===== src/rtl/if_fetch_unit.sv =====
// Instruction-fetch stage: PC, imem req/ack handshake, 2-deep fetch buffer.
// A redirect during an outstanding request drains the stale word before refetching.
module if_fetch_unit #(
    parameter int              PC_W     = 12,
    parameter int              INS_W    = 19,
    parameter logic [PC_W-1:0] RESET_PC = '0
) (
    input  logic             clk,
    input  logic             rst,
    input  logic             NW,
    input  logic             Redirect,
    input  logic [PC_W-1:0]  RedirectPC,
    output logic             ImemReq,
    output logic [PC_W-1:0]  ImemAddr,
    input  logic             ImemAck,
    input  logic [INS_W-1:0] ImemData,
    output logic             InsValid,
    output logic [INS_W-1:0] InsOut,
    output logic [PC_W-1:0]  PCout
);

    typedef enum logic {
        RUN,
        DRAIN
    } state_t;

    state_t            state_q, state_d;
    logic [PC_W-1:0]   pc_q, pc_d;
    logic [PC_W-1:0]   drain_addr_q, drain_addr_d;
    logic [1:0]        count_q, count_d;
    logic [INS_W-1:0]  ins0_q, ins0_d, ins1_q, ins1_d;
    logic [PC_W-1:0]   nxt0_q, nxt0_d, nxt1_q, nxt1_d;

    logic              pop;
    logic              push;
    logic              wr_hi;
    logic [PC_W-1:0]   pc_inc;

    assign pc_inc = pc_q + 1'b1;

    always_comb begin
        ImemReq  = 1'b0;
        ImemAddr = pc_q;
        if (rst) begin
            ImemAddr = RESET_PC;
        end else begin
            unique case (state_q)
                RUN: ImemReq = (count_q != 2'd2);
                DRAIN: begin
                    ImemReq  = 1'b1;
                    ImemAddr = drain_addr_q;
                end
                default: ImemReq = 1'b0;
            endcase
        end
    end

    assign InsValid = ~rst & (state_q == RUN) & (count_q != 2'd0);
    assign InsOut   = InsValid ? ins0_q : '0;
    assign PCout    = InsValid ? nxt0_q : '0;

    always_comb begin
        state_d      = state_q;
        pc_d         = pc_q;
        drain_addr_d = drain_addr_q;
        count_d      = count_q;
        ins0_d       = ins0_q;
        ins1_d       = ins1_q;
        nxt0_d       = nxt0_q;
        nxt1_d       = nxt1_q;
        pop          = InsValid & ~NW & ~Redirect;
        push         = 1'b0;
        wr_hi        = 1'b0;

        unique case (state_q)
            RUN: begin
                if (Redirect) begin
                    count_d = 2'd0;
                    pc_d    = RedirectPC;
                    if (ImemReq && !ImemAck) begin
                        state_d      = DRAIN;
                        drain_addr_d = pc_q;
                    end
                end else begin
                    push = ImemReq & ImemAck;
                    // Push lands behind the head unless the head leaves this edge.
                    wr_hi = (count_q == 2'd1) & ~pop;
                    if (pop) begin
                        ins0_d  = ins1_q;
                        nxt0_d  = nxt1_q;
                        count_d = count_q - 2'd1;
                    end
                    if (push) begin
                        pc_d = pc_inc;
                        if (wr_hi) begin
                            ins1_d = ImemData;
                            nxt1_d = pc_inc;
                        end else begin
                            ins0_d = ImemData;
                            nxt0_d = pc_inc;
                        end
                        count_d = pop ? count_q : count_q + 2'd1;
                    end
                end
            end
            DRAIN: begin
                if (Redirect) begin
                    pc_d = RedirectPC;
                end
                if (ImemAck) begin
                    state_d = RUN;
                end
            end
            default: state_d = RUN;
        endcase
    end

    always_ff @(posedge clk) begin
        if (rst) begin
            state_q      <= RUN;
            pc_q         <= RESET_PC;
            drain_addr_q <= RESET_PC;
            count_q      <= 2'd0;
            ins0_q       <= '0;
            ins1_q       <= '0;
            nxt0_q       <= '0;
            nxt1_q       <= '0;
        end else begin
            state_q      <= state_d;
            pc_q         <= pc_d;
            drain_addr_q <= drain_addr_d;
            count_q      <= count_d;
            ins0_q       <= ins0_d;
            ins1_q       <= ins1_d;
            nxt0_q       <= nxt0_d;
            nxt1_q       <= nxt1_d;
        end
    end

endmodule


===== config.mk =====
export PLATFORM = sky130hd
export DESIGN_NAME = if_fetch_unit
export DESIGN_NICKNAME = d
export VERILOG_FILES = /design/src/rtl/if_fetch_unit.sv
export SDC_FILE = /design/constraint.sdc
export NUM_CORES = 1
export LEC_CHECK = 0
export CORE_UTILIZATION = 30
export DETAILED_ROUTE_END_ITERATION = 10
export PLACE_DENSITY = 0.48
export SYNTH_ARGS = -nofsm -noshare
export SYNTH_HDL_FRONTEND = slang
export SYNTH_SLANG_ARGS = --single-unit
export TNS_END_PERCENT = 5

===== constraint.sdc =====
create_clock -name clk -period 2.3 [get_ports clk]
set_input_delay 0.69 -clock clk [delete_from_list [all_inputs] [get_ports clk]]
set_output_delay 0.69 -clock clk [all_outputs]
set_load 0.1 [all_outputs]

## Yosys cells after proc, flatten, opt, wreduce, memory -nomap -nowiden

Index checks and enable logic that the tools add are counted.

- Div/mod/pow operators: 0
- Reduce and logical (&&, ||, !) cells: 9
- Bitwise operators: 11
- Equality and inequality tests: 5
- Add/subtract/negate cells: 3
- Shift operators: 0
- Multiplexer cells: 24
- Multipliers: 0
- Order comparisons: 0

Operators by type and width:

| cell | count |
|---|---|
| 12-bit 2-to-1 mux | 9 |
| 19-bit 2-to-1 mux | 4 |
| 12-bit case mux with 2 select lines | 1 |
| 12-bit by 1-bit adder with 12-bit output, second input constant | 1 |
| 2-bit 2-to-1 mux | 4 |
| 1-bit bitwise AND | 6 |
| 3-bit AND reduction | 2 |
| 1-bit NOT | 5 |
| 1-bit 2-to-1 mux | 4 |
| 2-bit inequality test, second input constant | 2 |
| 1-bit case mux with 2 select lines | 2 |
| 2-bit AND reduction | 2 |
| 4-bit AND reduction | 1 |
| 3-bit by 2-bit inequality test with 1-bit output, second input constant | 1 |
| 3-bit inequality test, second input constant | 1 |
| 3-bit nonzero test | 1 |
| 2-bit by 1-bit adder with 2-bit output, second input constant | 1 |
| 2-bit by 1-bit == test with 1-bit output, second input constant | 1 |
| 2-bit nonzero test | 1 |
| 2-bit by 1-bit subtractor with 2-bit output, second input constant | 1 |
| 1-bit logical AND | 1 |
| 1-bit logical NOT | 1 |

- RAM bits: 0
- Output and inout port bits: 45
- Logic and storage cells: 60
- Input bits: 36
- Bits in latches: 0
- Memories kept: 0
- Bits in registers: 89
- ROM bits: 0

## Longest topological paths before layout

- Word-level depth: 9
- Gate-level depth with buffers: 8
- Gate-level depth less buffers: 6

## Least setup slack after synthesis

OpenSTA, ideal clock, no wires.

- Kind: input to output
- Start point: input port rst
- End point: output port PCout[10]
- Path slack: -1.427 ns
- Data arrival time: 3.037 ns
- Cell stages on the path: 4
- Required time: 1.610 ns
- Buffers on the path: 2
- Path through: buf_2 nor3_1 clkbuf_1 and2_1

- Longest elaborated chain between the ends: 4

Ends and longest elaborated chain:

| element | line | text |
|---|---|---|
| start: declaration | 9 | `input logic rst,` |
| 1-bit NOT | 58 | `assign InsValid = ~rst & (state_q == RUN) & (count_q != 2'd0);` |
| 1-bit bitwise AND (2 in series) | 58 |  |
| via InsValid | 17 | `output logic InsValid,` |
| 12-bit 2-to-1 mux | 60 | `assign PCout = InsValid ? nxt0_q : '0;` |
| end: declaration | 19 | `output logic [PC_W-1:0] PCout` |

The timed path passes the listed nets, and every way through them passes these cells.

## Worst setup path after layout

- Start point: register count_q[0]
- End point: output port InsOut[16]

- Longest elaborated chain between the ends: 3

Ends and longest elaborated chain:

| element | line | text |
|---|---|---|
| start: declaration | 30 | `logic [1:0] count_q, count_d;` |
| start signal: assignment | 132 | `count_q <= count_d;` |
| 2-bit nonzero test | 58 |  |
| 1-bit bitwise AND | 58 |  |
| 19-bit 2-to-1 mux | 59 | `assign InsOut = InsValid ? ins0_q : '0;` |
| end: declaration | 18 | `output logic [INS_W-1:0] InsOut,` |

No other way between the ends.

==> impl_metrics.csv <==
group,metric,value,unit
power,p_leak,2.52,nW
clock_network,cts_hold_buf,0,
power,p_total,3.80,mW
die,dieArea,15200,sq um
detailed_routing,wirelength_met1,6310,microns
flow_run,maxCapViolCount,0,
critical_path,critical_path.n_buffers_inverters,4,
detailed_routing,routed_via_density,5.13,
critical_path,startpoint_type_of_the_worst_setup_path,"register",
placement,io_buffers,80,
logic_synthesis,yosysTopAreaCellShare,40.4,%
logic_synthesis,synth.largest_area_cell,"dfxtp_1",
clock_network,htreeDepth,3,
detailed_routing,via_count,4334,
detailed_routing,antenna_left,0,
timing,unrepaired_setup_endpoints_after_global_routing,"yes",
detailed_routing,met2_wirelength,6800,microns
logic_synthesis,synth_seq_cells,89,
global_routing,antenna_found_initial,0,
placement,detailed_place.area,6440,sq um
critical_path,critical_path.max_stage_delay,360,ps
critical_path,cpLargestDelayFamily,"buffers and inverters",
logic_synthesis,synth_cells,548,
logic_synthesis,synth_flop_cell,"dfxtp_1",
critical_path,crit_arrival,1710,ps
cells_and_area,postLayoutCellArea,6860,sq um
critical_path,cpMaxStageDelayCell,"dfxtp_2",
logic_synthesis,synth.area.top_cells,"dfxtp_1, a21oi_1, mux2i_1",
critical_path,startpoint_of_the_worst_register_to_register_path,"pc_q[5]",
clock_network,cts_tree,"done",
detailed_routing,detailed_route_wirelength_on_metal3,665,microns
logic_synthesis,yosys_warnings,0,
power,power_density_over_the_cells,553,nW/um^2
timing,layout_min_cycle_time,2400,ps
power,ir_drop,0.000417,V
clock_network,clkTransAtPathRegs,60,ps
die,die_width,123,microns
logic_synthesis,synthesis.nets,588,
critical_path,cp-end-kind,"output pin",
die,floorplan.die.height,123,microns
critical_path,crit_chain,"inv_4 -> ha_4 -> nor3_4 -> buf_4 -> clkbuf_16 -> and2_4 -> buf_12",
critical_path,worst-endpoint-required,1610,ps
clock_network,clkLatencyLatePin,350,ps
timing,worst_pin_slew,635,ps
logic_synthesis,synth_enable_flop_cells,0,
detailed_routing,first_pass_iteration_count_of_the_detailed_router,4,
timing,clock_skew,6.25,ps
die,floorplan.initialDensity,31.3,%
timing,post-route-worst-setup-slack,-95.0,ps
cells_and_area,area.growth.synth_to_final,55.8,%
clock_network,clockRootBuffer,"clkbuf_16",
timing,setup-violations-final,33,
die,coreArea,14100,sq um
outcome,failed_checks,"negative setup slack",
placement,dp_worst_setup_slack,-184,ps
cells_and_area,antennaDiodeCount,0,
clock_network,cts-root-to-sink-buffers,2,
critical_path,worst_path_class_setup,"reg2out",
logic_synthesis,yosys.cell_types.count,53,
global_routing,track_usage,18.8,%
global_routing,vias_in_the_first_global_route,4076,
critical_path,timing.critical_path.from,"count_q[0]",
global_routing,grt_start_max_net_pins,35,
timing,finalCritPeriodShare,104,%
logic_synthesis,post-synth-top-count-cell,"dfxtp_1",
placement,globalplace.congestion,0.871,
cells_and_area,drive_gt1_share,28.9,%
min_path,worstHoldStart,"nxt1_q[0]",
logic_synthesis,synth_commonest_cells,"dfxtp_1, nand2_1, a21oi_1",
outcome,run_status,"complete, but fails checks",
placement,dp_hpwl,9820,microns
die,row_count,43,
clock_network,clock-sinks,89,
detailed_routing,wl,14000,microns
timing,maxSlewHeadroom,57.3,%
cells_and_area,stdcell_count,845,
critical_path,critPathMaxFanout,8,
global_routing,grt_first_pass_wirelength,21500,microns
global_routing,grt_remaining_overflow,0,
detailed_routing,remaining_drc_errors,0,
logic_synthesis,proportion_of_synthesized_chip_area_in_sequential_cells,40.4,%
timing,totalNegativeSetupSlack,-2360,ps
detailed_routing,wire_per_inst,16.5,microns
min_path,holdCritPathClass,"reg2reg",
logic_synthesis,syn-cell-area,4410,sq um
placement,dp.cells,823,
clock_network,cts-buffers-inserted,9,
timing,slew_viol_final,0,
detailed_routing,maxUsedRoutingLayer,"met4",
timing,fmaxAchievable,418,MHz
logic_synthesis,avgSynthCellArea,8.04,sq um
detailed_routing,detail_route.iter0.violations,178,
die,top_level_ports,81,
cells_and_area,finish.net_count,700,
logic_synthesis,synthArstFlopShare,0,%
timing,hold_viol_final,0,
[layout by cell type (no fill, tap or decap), types with 23 or more instances in the layout]
cell and count:
and2_4 32, clkdlybuf4s50_1 34, buf_12 56, a21oi_1 51
mux2i_1 23, buf_4 55, o221ai_1 23, nand2_1 64
inv_1 27, nor2_1 36, dfxtp_1 86
[power breakdown]
group | switching (mW) | total (mW) | internal (mW)
combinational | 0.396 | 0.714 | 0.318
sequential | 0.0553 | 1.65 | 1.60
clock | 0.652 | 1.43 | 0.775
total | 1.10 | 3.80 | 2.69
[state kept, by name (all words and copies together), names as in the netlist]
| register | cells |
|---|---|
| ins1_q | 19 |
| count_q | 2 |
| nxt0_q | 12 |
| drain_addr_q | 12 |
| pc_q | 12 |
| ins0_q | 19 |
| state_q | 1 |
| nxt1_q | 12 |
[metal layers]
| metal | up-vias | track usage (%) |
|---|---|---|
| met2 | 92 | 30.8 |
| met3 | 10 | 4.75 |
| met4 | 0 | 5.42 |
| li1 | 2159 | - |
| met1 | 2073 | 24.4 |
| met5 | - | 0 |
[tightest hold or removal path, stage by stage (launching register included)]
cell and delay (ps):
dfxtp_1 310, nand2_1 50, a21oi_1 50
[worst paths after layout]
kind	slack, ps	depth (start not counted)	to
worst max-delay path	-100	7	InsOut[16]
worst min-delay path	460	2	nxt1_q[0]
worst max register to register	290	6	nxt0_q[11]
worst min register to register	460	2	nxt1_q[0]
[per-stage QoR]
stage,hold slack [ps],utilization (%)
after global placement,442,45.7
after CTS,460,48.2
final,458,48.7
after global routing,469,48.7
after detailed placement,451,45.7
after floorplan,431,-
[what timing repair did]
item,CTS,global route
setup endpoints to repair,45,43
pin swaps,12,7
buffers inserted,2,3
resized for setup,11,11
gates cloned,1,2
[logic make-up (layout without fill, tap and decap cells)]
group	Yosys count	count (layout)	share of synthesized area, %
xor+xnor	6	6	1.19
buf+inv	78	195	7.64
fa+ha+maj	4	4	1.14
flops	89	89	40.4
compound gates	146	146	22.1
simple gates	201	201	22.0
mux	24	24	5.45
[cell type report]
| class | instances | area [sq um] |
|---|---|---|
| Tap cell | 180 | 225 |
| Fill cell | 1366 | 7230 |
| Clock inverter | 6 | 51.3 |
| Clock buffer | 10 | 239 |
| Timing Repair Buffer | 149 | 1950 |
| Sequential cell | 89 | 1790 |
| Inverter | 30 | 115 |
| Multi-Input combinational cell | 381 | 2500 |
(Power assumes the default switching activity.)
